**src/rtl/four_bit_adder_pkg.sv**
```systemverilog
// Shared width constant and nibble type for the registered 4-bit adder.
package four_bit_adder_pkg;
   localparam int unsigned ADDER_WIDTH = 4;
   typedef logic [ADDER_WIDTH-1:0] nibble_t;
endpackage

```
**src/rtl/full_adder_cell.sv**
```systemverilog
// One-bit full adder; chained by four_bit_adder into a ripple-carry adder.
module full_adder_cell (
   input  logic a,
   input  logic b,
   input  logic ci,
   output logic s,
   output logic co
);
   assign s  = a ^ b ^ ci;
   assign co = (a & b) | (a & ci) | (b & ci);
endmodule

```
**src/rtl/four_bit_adder.sv**
```systemverilog
// Registered ripple-carry adder with carry, signed-overflow and zero flags, 1-cycle latency.
// Optional unsigned saturation on carry-out when FOUR_BIT_ADDER_SAT_EN is defined.
module four_bit_adder
   import four_bit_adder_pkg::*;
#(
   parameter int unsigned WIDTH = ADDER_WIDTH
) (
   input  logic             clk,
   input  logic             rst,
   input  logic             in_valid,
   input  logic [WIDTH-1:0] a,
   input  logic [WIDTH-1:0] b,
   input  logic             cin,
   output logic [WIDTH-1:0] sum,
   output logic             cout,
   output logic             overflow,
   output logic             zero,
   output logic             out_valid
);
   logic [WIDTH:0]   carry;
   logic [WIDTH-1:0] raw_sum;
   logic [WIDTH-1:0] sum_d, sum_q;
   logic             cout_d, cout_q;
   logic             ovf_d, ovf_q;
   logic             zero_d, zero_q;
   logic             valid_q;

   assign carry[0] = cin;

   for (genvar i = 0; i < WIDTH; i++) begin : g_ripple
      full_adder_cell u_fa (
         .a  (a[i]),
         .b  (b[i]),
         .ci (carry[i]),
         .s  (raw_sum[i]),
         .co (carry[i+1])
      );
   end

   always_comb begin
      sum_d  = raw_sum;
`ifdef FOUR_BIT_ADDER_SAT_EN
      if (carry[WIDTH]) begin
         sum_d = '1;
      end
`endif
      cout_d = carry[WIDTH];
      // Signed overflow is a property of the true add, so it uses the unsaturated sum.
      ovf_d  = (a[WIDTH-1] == b[WIDTH-1]) && (raw_sum[WIDTH-1] != a[WIDTH-1]);
      zero_d = (sum_d == '0);
   end

   always_ff @(posedge clk) begin
      if (rst) begin
         sum_q   <= '0;
         cout_q  <= 1'b0;
         ovf_q   <= 1'b0;
         zero_q  <= 1'b0;
         valid_q <= 1'b0;
      end else begin
         valid_q <= in_valid;
         if (in_valid) begin
            sum_q  <= sum_d;
            cout_q <= cout_d;
            ovf_q  <= ovf_d;
            zero_q <= zero_d;
         end
      end
   end

   assign sum       = sum_q;
   assign cout      = cout_q;
   assign overflow  = ovf_q;
   assign zero      = zero_q;
   assign out_valid = valid_q;
endmodule

```
**config.mk**
```make
export PLATFORM = sky130hd
export DESIGN_NAME = four_bit_adder
export DESIGN_NICKNAME = d
export VERILOG_FILES = /design/src/rtl/four_bit_adder_pkg.sv /design/src/rtl/full_adder_cell.sv /design/src/rtl/four_bit_adder.sv
export SDC_FILE = /design/constraint.sdc
export NUM_CORES = 1
export LEC_CHECK = 0
export ABC_AREA = 0
export CORE_AREA = 4 4 41 43
export DETAILED_ROUTE_END_ITERATION = 8
export DIE_AREA = 0 0 45 47
export HOLD_SLACK_MARGIN = 0.03
export PLACE_DENSITY = 0.67
export SLEW_MARGIN = 15
export SYNTH_ARGS = -nofsm -noshare
export SYNTH_HDL_FRONTEND = slang
export SYNTH_SLANG_ARGS = --single-unit
```
**constraint.sdc**
```tcl
create_clock -name clk -period 2.4 [get_ports clk]
set_input_delay 0.24 -clock clk [delete_from_list [all_inputs] [get_ports clk]]
set_output_delay 0.24 -clock clk [all_outputs]
set_load 0.02 [all_outputs]
```
==> flow_metrics.py, run 1 <==
metrics = {
    "outcome": {
        "status": "completed",
    },
    "grt": {
        "overflow": 0,
        "antenna_found_initial": 0,
        "first_global_vias": 315,
        "track_usage": 0.08612,
        "grt_max_degree": 12,
        "grt_pass1_wl_microns": 1276,
    },
    "cells_and_area": {
        "nNetsFinal": 76,
        "antenna_cells": 0,
        "stdcell_count": 72,
        "regArea_sq_um": 160.2,
        "syn2layout_area_growth_pct": 54.82,
        "fillers": 131,
        "multi_input_area_sq_um": 229.0,
        "layout-drive-gt1-share": 0.1930,
        "final_util": 0.4942,
    },
    "drt": {
        "drc_errors": 0,
        "wire_per_inst_microns": 10.46,
        "drt-pass1-iter-count": 4,
        "drtIter0Drc": 2,
        "vias_per_cell": 4.403,
        "num_vias": 317,
        "routed_wl_microns": 753,
        "ant_nets": 0,
    },
    "floorplan": {
        "row_count": 13,
        "ios": 20,
        "start_util": 0.3192,
        "core_area_sq_um": 1301,
        "die_y_microns": 47,
        "die_x_microns": 45,
        "die_area_sq_um": 2115,
    },
    "pwr": {
        "p_total_mw": 0.3581,
        "ir_drop_mv": 0.2108,
        "p_int_mw": 0.2613,
        "p_per_area_nw_per_um2": 556.8,
        "p_comb_frac": 0.304,
        "switching_power_mw": 0.09679,
        "p_leak_nw": 0.2734,
        "power.clock.fraction": 0.280,
        "switching_share": 0.2703,
        "seqPwrFrac": 0.416,
    },
    "timing": {
        "skew_ns": 0,
        "fin_crit_ns": 2.330,
        "setup_viol": 0,
        "min_period_over_period": 0.9707,
        "finalHoldViolCount": 0,
        "tns_ns": 0,
        "rsz0062_at_grt": "no",
        "holdWs_ns": 0.4912,
        "fmax_mhz": 429.2,
        "tightest_slew_ns": 0.4382,
        "drv_slew": 0,
        "relSlewSlack": 0.7070,
    },
    "clock_network": {
        "cts.clk_slew.worst_paths_ns": 0.06,
        "ctsHoldBuffers": 0,
        "htreeDepth": 1,
        "cts_tree": "done",
        "clockBufferDepth": 2,
        "clock_latency_ns": 0.25,
        "cts.sinks": 8,
        "cts_buffers": 3,
        "cts-root-buf": "clkbuf_4",
    },
    "place": {
        "io_buffers": 19,
        "hpwlAfterDp_microns": 622.6,
        "dp.cells": 68,
        "gp_congestion": 0.7121,
    },
    "synthesis": {
        "syn_inst": 36,
        "synthTopCellsByArea": "dfxtp_1, fa_1, mux2i_1",
        "synth_most_common_cell": "dfxtp_1",
        "synth-seq-cells": 8,
        "synth_top_area_frac": 0.3855,
        "yosysTopAreaCell": "dfxtp_1",
        "avgSynthCellArea_sq_um": 11.54,
        "synth.cell_area_sq_um": 415.4,
        "synth.net_count": 53,
        "yosysSeqAreaShare": 0.3855,
        "synth_enable_flop_cells": 0,
        "async_flop_share": 0,
        "ys_warn_count": 0,
        "ys.flop_type": "dfxtp_1",
        "ys_types": 17,
        "synthTopCellsByCount": "dfxtp_1, nor2_1, fa_1, inv_1, mux2i_1",
    },
    "setup_path": {
        "cp_cell_sequence": "dlygate4sd2_1 -> fa_2 -> fa_2 -> fa_2 -> inv_2 -> fa_1 -> buf_4 -> nor4b_1 -> a21o_1",
        "crit_top_cell": "fa_2",
        "cp-start-kind": "primary input",
        "cp_max_fo": 2,
        "crit_family": "adder cells",
        "end_kind": "flip-flop",
        "crit_type": "primary input to flip-flop",
        "crit_buf_inv": 3,
        "critPathMaxStageDelay_ns": 0.43,
        "cp_slowest_cell": "fa_1",
        "r2r_slack_ns": 1.56,
        "arrival_ns": 2.47,
        "worst_ep_required_time_ns": 2.54,
    },
    "hold_path": {
        "hold_class": "flip-flop to flip-flop",
    },
    "job": {
        "maxCapViolCount": 0,
    },
}
==> layout by cell type, fill, tap and decap left out <==
cell             instances
nor3b_1                  1
and2b_1                  1
fa_1                     1
clkbuf_4                 3
inv_2                    2
clkdlybuf4s15_1          1
buf_4                    1
inv_1                    2
clkdlybuf4s50_1         16
dlygate4sd2_1            1
mux2i_1                  3
a211oi_1                 2
nor4b_1                  1
clkdlybuf4s15_2          1
xor2_1                   1
nor2_1                   5
a21o_1                   1
or3b_1                   1
dfxtp_1                  8
o41ai_2                  1
ha_1                     1
fa_2                     3
==> layer usage <==
layer | track usage | wire length, microns | vias up
met5 | 0 | 0 | -
met4 | 0.05263 | 0 | 0
met3 | 0.04215 | 82 | 0
met2 | 0.1271 | 335 | 13
met1 | 0.1005 | 336 | 142
li1 | - | - | 162
==> logic make-up (layout without fill, tap and decap cells) <==
kind of cell | Yosys count | in the layout | share of synthesized area
compound gates | 4 | 4 | 0.09338
flops | 8 | 8 | 0.3855
simple gates | 9 | 9 | 0.1235
xor+xnor | 1 | 1 | 0.02109
fa+ha+maj | 5 | 5 | 0.2229
mux | 3 | 3 | 0.07229
buf+inv | 6 | 27 | 0.08132
==> what timing repair did <==
item | CTS | global route
buffers inserted | 1 | 0
gates resized for setup | 10 | 0
pin swaps | 6 | 2
endpoints found under the setup margin | 3 | 2
==> worst paths after layout <==
| kind | from | to | cells past startpoint |
|---|---|---|---|
| hold / removal | cout | cout | 2 |
| setup reg to reg | overflow | overflow | 2 |
| hold reg to reg | cout | cout | 2 |
| setup / recovery | a[0] | zero | 9 |
==> state kept, by name (all words and copies together), names as in the netlist <==
signal     cells
sum            4
cout           1
out_valid      1
overflow       1
zero           1
==> worst min-delay path, delay by kind of cell (launching register included) <==
family	cells	cell delay, ns
DFF	1	0.31
AOI/OAI and AO/OA	1	0.05
and+or+nand+nor	1	0.09
==> metrics by stage <==
stage / cell area, sq um / worst slack [ns]
6_report: 643.1 / 0.07028
5_1_grt: 643.1 / 0.01723
4_1_cts: 643.1 / 0.005939
3_5_place_dp: 605.6 / -0.4601
3_3_place_gp: 605.6 / -0.4316
2_1_floorplan: 415.4 / 0.07493
==> power by group through the flow <==
stage,clock network [mW],logic (mW),registers [mW]
floorplan,0,0.0430,0.165
detailed placement,0,0.105,0.152
global placement,0,0.104,0.152
CTS,0.105,0.111,0.149
global route,0.114,0.121,0.150
finish,0.100,0.109,0.149
==> final cells by class <==
class | count | share of cell area
Inverter | 4 | 0.02335
Multi-Input combinational cell | 22 | 0.3560
Tap cell | 15 | 0.02918
Clock buffer | 3 | 0.03502
Timing Repair Buffer | 20 | 0.3074
Sequential cell | 8 | 0.2490
Note: power is estimated with default switching activity, not from simulation.
==> run 2, diff against run 1 <==
Settings changed: CTS_BUF_LIST from default to sky130_fd_sc_hd__clkbuf_16, GPL_TIMING_DRIVEN from default to 0.
==> run 2 against run 1 <==
Clock power grew to 2.8 times the previous value. Sequential power hardly changed. Clock-buffer cell count stayed put. Cell count is 1.4% higher. Sequential share of layout area is 1.7 points lower.
==> flow_metrics.py, run 2 (same netlist as run 1, synthesis figures left out) <==
metrics = {
    "pwr": {
        "p_total_mw": 0.5367,
        "ir_drop_mv": 0.4123,
        "p_leak_nw": 0.3014,
        "p_per_area_nw_per_um2": 778.4,
    },
    "cells_and_area": {
        "nNetsFinal": 77,
        "antenna_cells": 0,
        "layout-drive-gt1-share": 0.2586,
        "final_common_cell": "clkdlybuf4s50_1",
        "most-common-layout-cells": "clkdlybuf4s50_1, dfxtp_1, nor2_1",
        "design_area_sq_um": 689.4,
        "largest_reg_flops": 4,
        "syn2layout_area_growth_pct": 65.96,
        "fillers": 119,
        "final_util": 0.5298,
    },
    "clock_network": {
        "cts_buffers": 3,
        "cts_tree": "done",
        "clock_latency_ns": 0.23,
        "ctsHoldBuffers": 0,
        "htreeDepth": 1,
        "cts-root-buf": "clkbuf_16",
        "cts.sinks": 8,
        "clockBufferDepth": 2,
        "cts.clk_slew.worst_paths_ns": 0.04,
    },
    "grt": {
        "grt_pass1_wl_microns": 1214,
        "met1_usage": 0.1007,
        "top_usage_layer": "met2",
        "met2_usage": 0.1215,
        "overflow": 0,
        "first_global_vias": 305,
        "antenna_found_initial": 0,
        "grt_max_degree": 11,
        "track_usage": 0.08220,
        "grt_use_met3": 0.04215,
    },
    "setup_path": {
        "crit_family": "adder cells",
        "crit_type": "primary input to flip-flop",
        "cp-start-kind": "primary input",
        "worst_ep_required_time_ns": 2.54,
        "path_depth": 7,
        "critPathMaxStageDelay_ns": 0.45,
        "arrival_ns": 2.42,
        "cp_max_fo": 3,
        "cp_cell_sequence": "clkdlybuf4s50_1 -> fa_2 -> fa_2 -> inv_2 -> fa_1 -> xor2_1 -> o41ai_2",
        "crit_top_cell": "fa_2",
        "crit_buf_inv": 2,
        "cp_slowest_cell": "fa_1",
        "rr_worst_depth": 2,
        "end_kind": "flip-flop",
    },
    "timing": {
        "min_period_over_period": 0.9508,
        "holdWs_ns": 0.2598,
        "fmax_mhz": 438.2,
        "skew_ns": 0,
        "setup_viol": 0,
        "tns_ns": 0,
        "drv_slew": 0,
        "rsz0062_at_grt": "no",
        "fin_crit_ns": 2.282,
        "tightest_slew_ns": 0.2864,
        "finalHoldViolCount": 0,
        "relSlewSlack": 0.8063,
    },
    "hold_path": {
        "hold_path_depth": 2,
        "hold_class": "primary input to flip-flop",
    },
    "floorplan": {
        "die_y_microns": 47,
        "row_count": 13,
        "ios": 20,
        "die_x_microns": 45,
        "start_util": 0.3192,
        "core_area_sq_um": 1301,
        "die_area_sq_um": 2115,
    },
    "place": {
        "hpwlAfterDp_microns": 624.4,
        "dpl_cell_area_sq_um": 614.3,
        "io_buffers": 18,
        "gp_congestion": 0.6521,
    },
    "drt": {
        "drtIter0Drc": 6,
        "ant_nets": 0,
        "drc_errors": 0,
        "vias_per_cell": 4.342,
        "num_vias": 317,
        "routed_wl_microns": 795,
        "wire_per_inst_microns": 10.89,
        "drt-pass1-iter-count": 4,
    },
    "outcome": {
        "status": "completed",
    },
    "job": {
        "maxCapViolCount": 0,
    },
}
==> run 2: cell type report <==
type	count	area, sq um	area share
sequential	8	160.2	0.2323
inverter	4	15.01	0.02178
tap	15	18.77	0.02722
multi-input combinational	22	229.0	0.3321
timing repair buffer	19	172.7	0.2505
clock buffer	3	75.07	0.1089
buffer	2	18.77	0.02722
==> run 2: metrics by stage <==
stage	cells	setup slack (ns)
2_1_floorplan	36	0.07493
3_3_place_gp	69	-0.4655
3_5_place_dp	69	-0.4824
4_1_cts	73	0.001505
5_1_grt	73	0.03094
6_report	73	0.1181
==> run 2: routing by layer <==
metal  vias up  routed length (microns)
met5         -                        0
met4         0                        0
met3         0                       78
met2        13                      345
met1       142                      371
li1        162                        -
==> run 2: worst paths after layout <==
path | from | to | slack (ns)
min reg2reg | sum[3] | sum[3] | 0.49
max | a[1] | overflow | 0.12
max reg2reg | overflow | overflow | 1.57
min | rst | sum[2] | 0.26
==> run 2: repair_timing <==
action / CTS / global route
endpoints found under the hold margin: 0 / 0
gates resized for setup: 7 / 6
endpoints found under the setup margin: 3 / 3
setup buffers: 1 / 0
pin swaps: 5 / 6
==> run 2: power by group <==
group | leakage (nW) | internal, mW | switching (mW)
Clock | 0.0370 | 0.215 | 0.0626
Sequential | 0.0660 | 0.145 | 0.00478
Combinational | 0.198 | 0.0602 | 0.0496
==> run 3, diff against run 2 <==
Settings changed: CAP_MARGIN from default to 0.
==> results of run 3 <==
Final layout, timing and power as in run 2 (identical DEF).
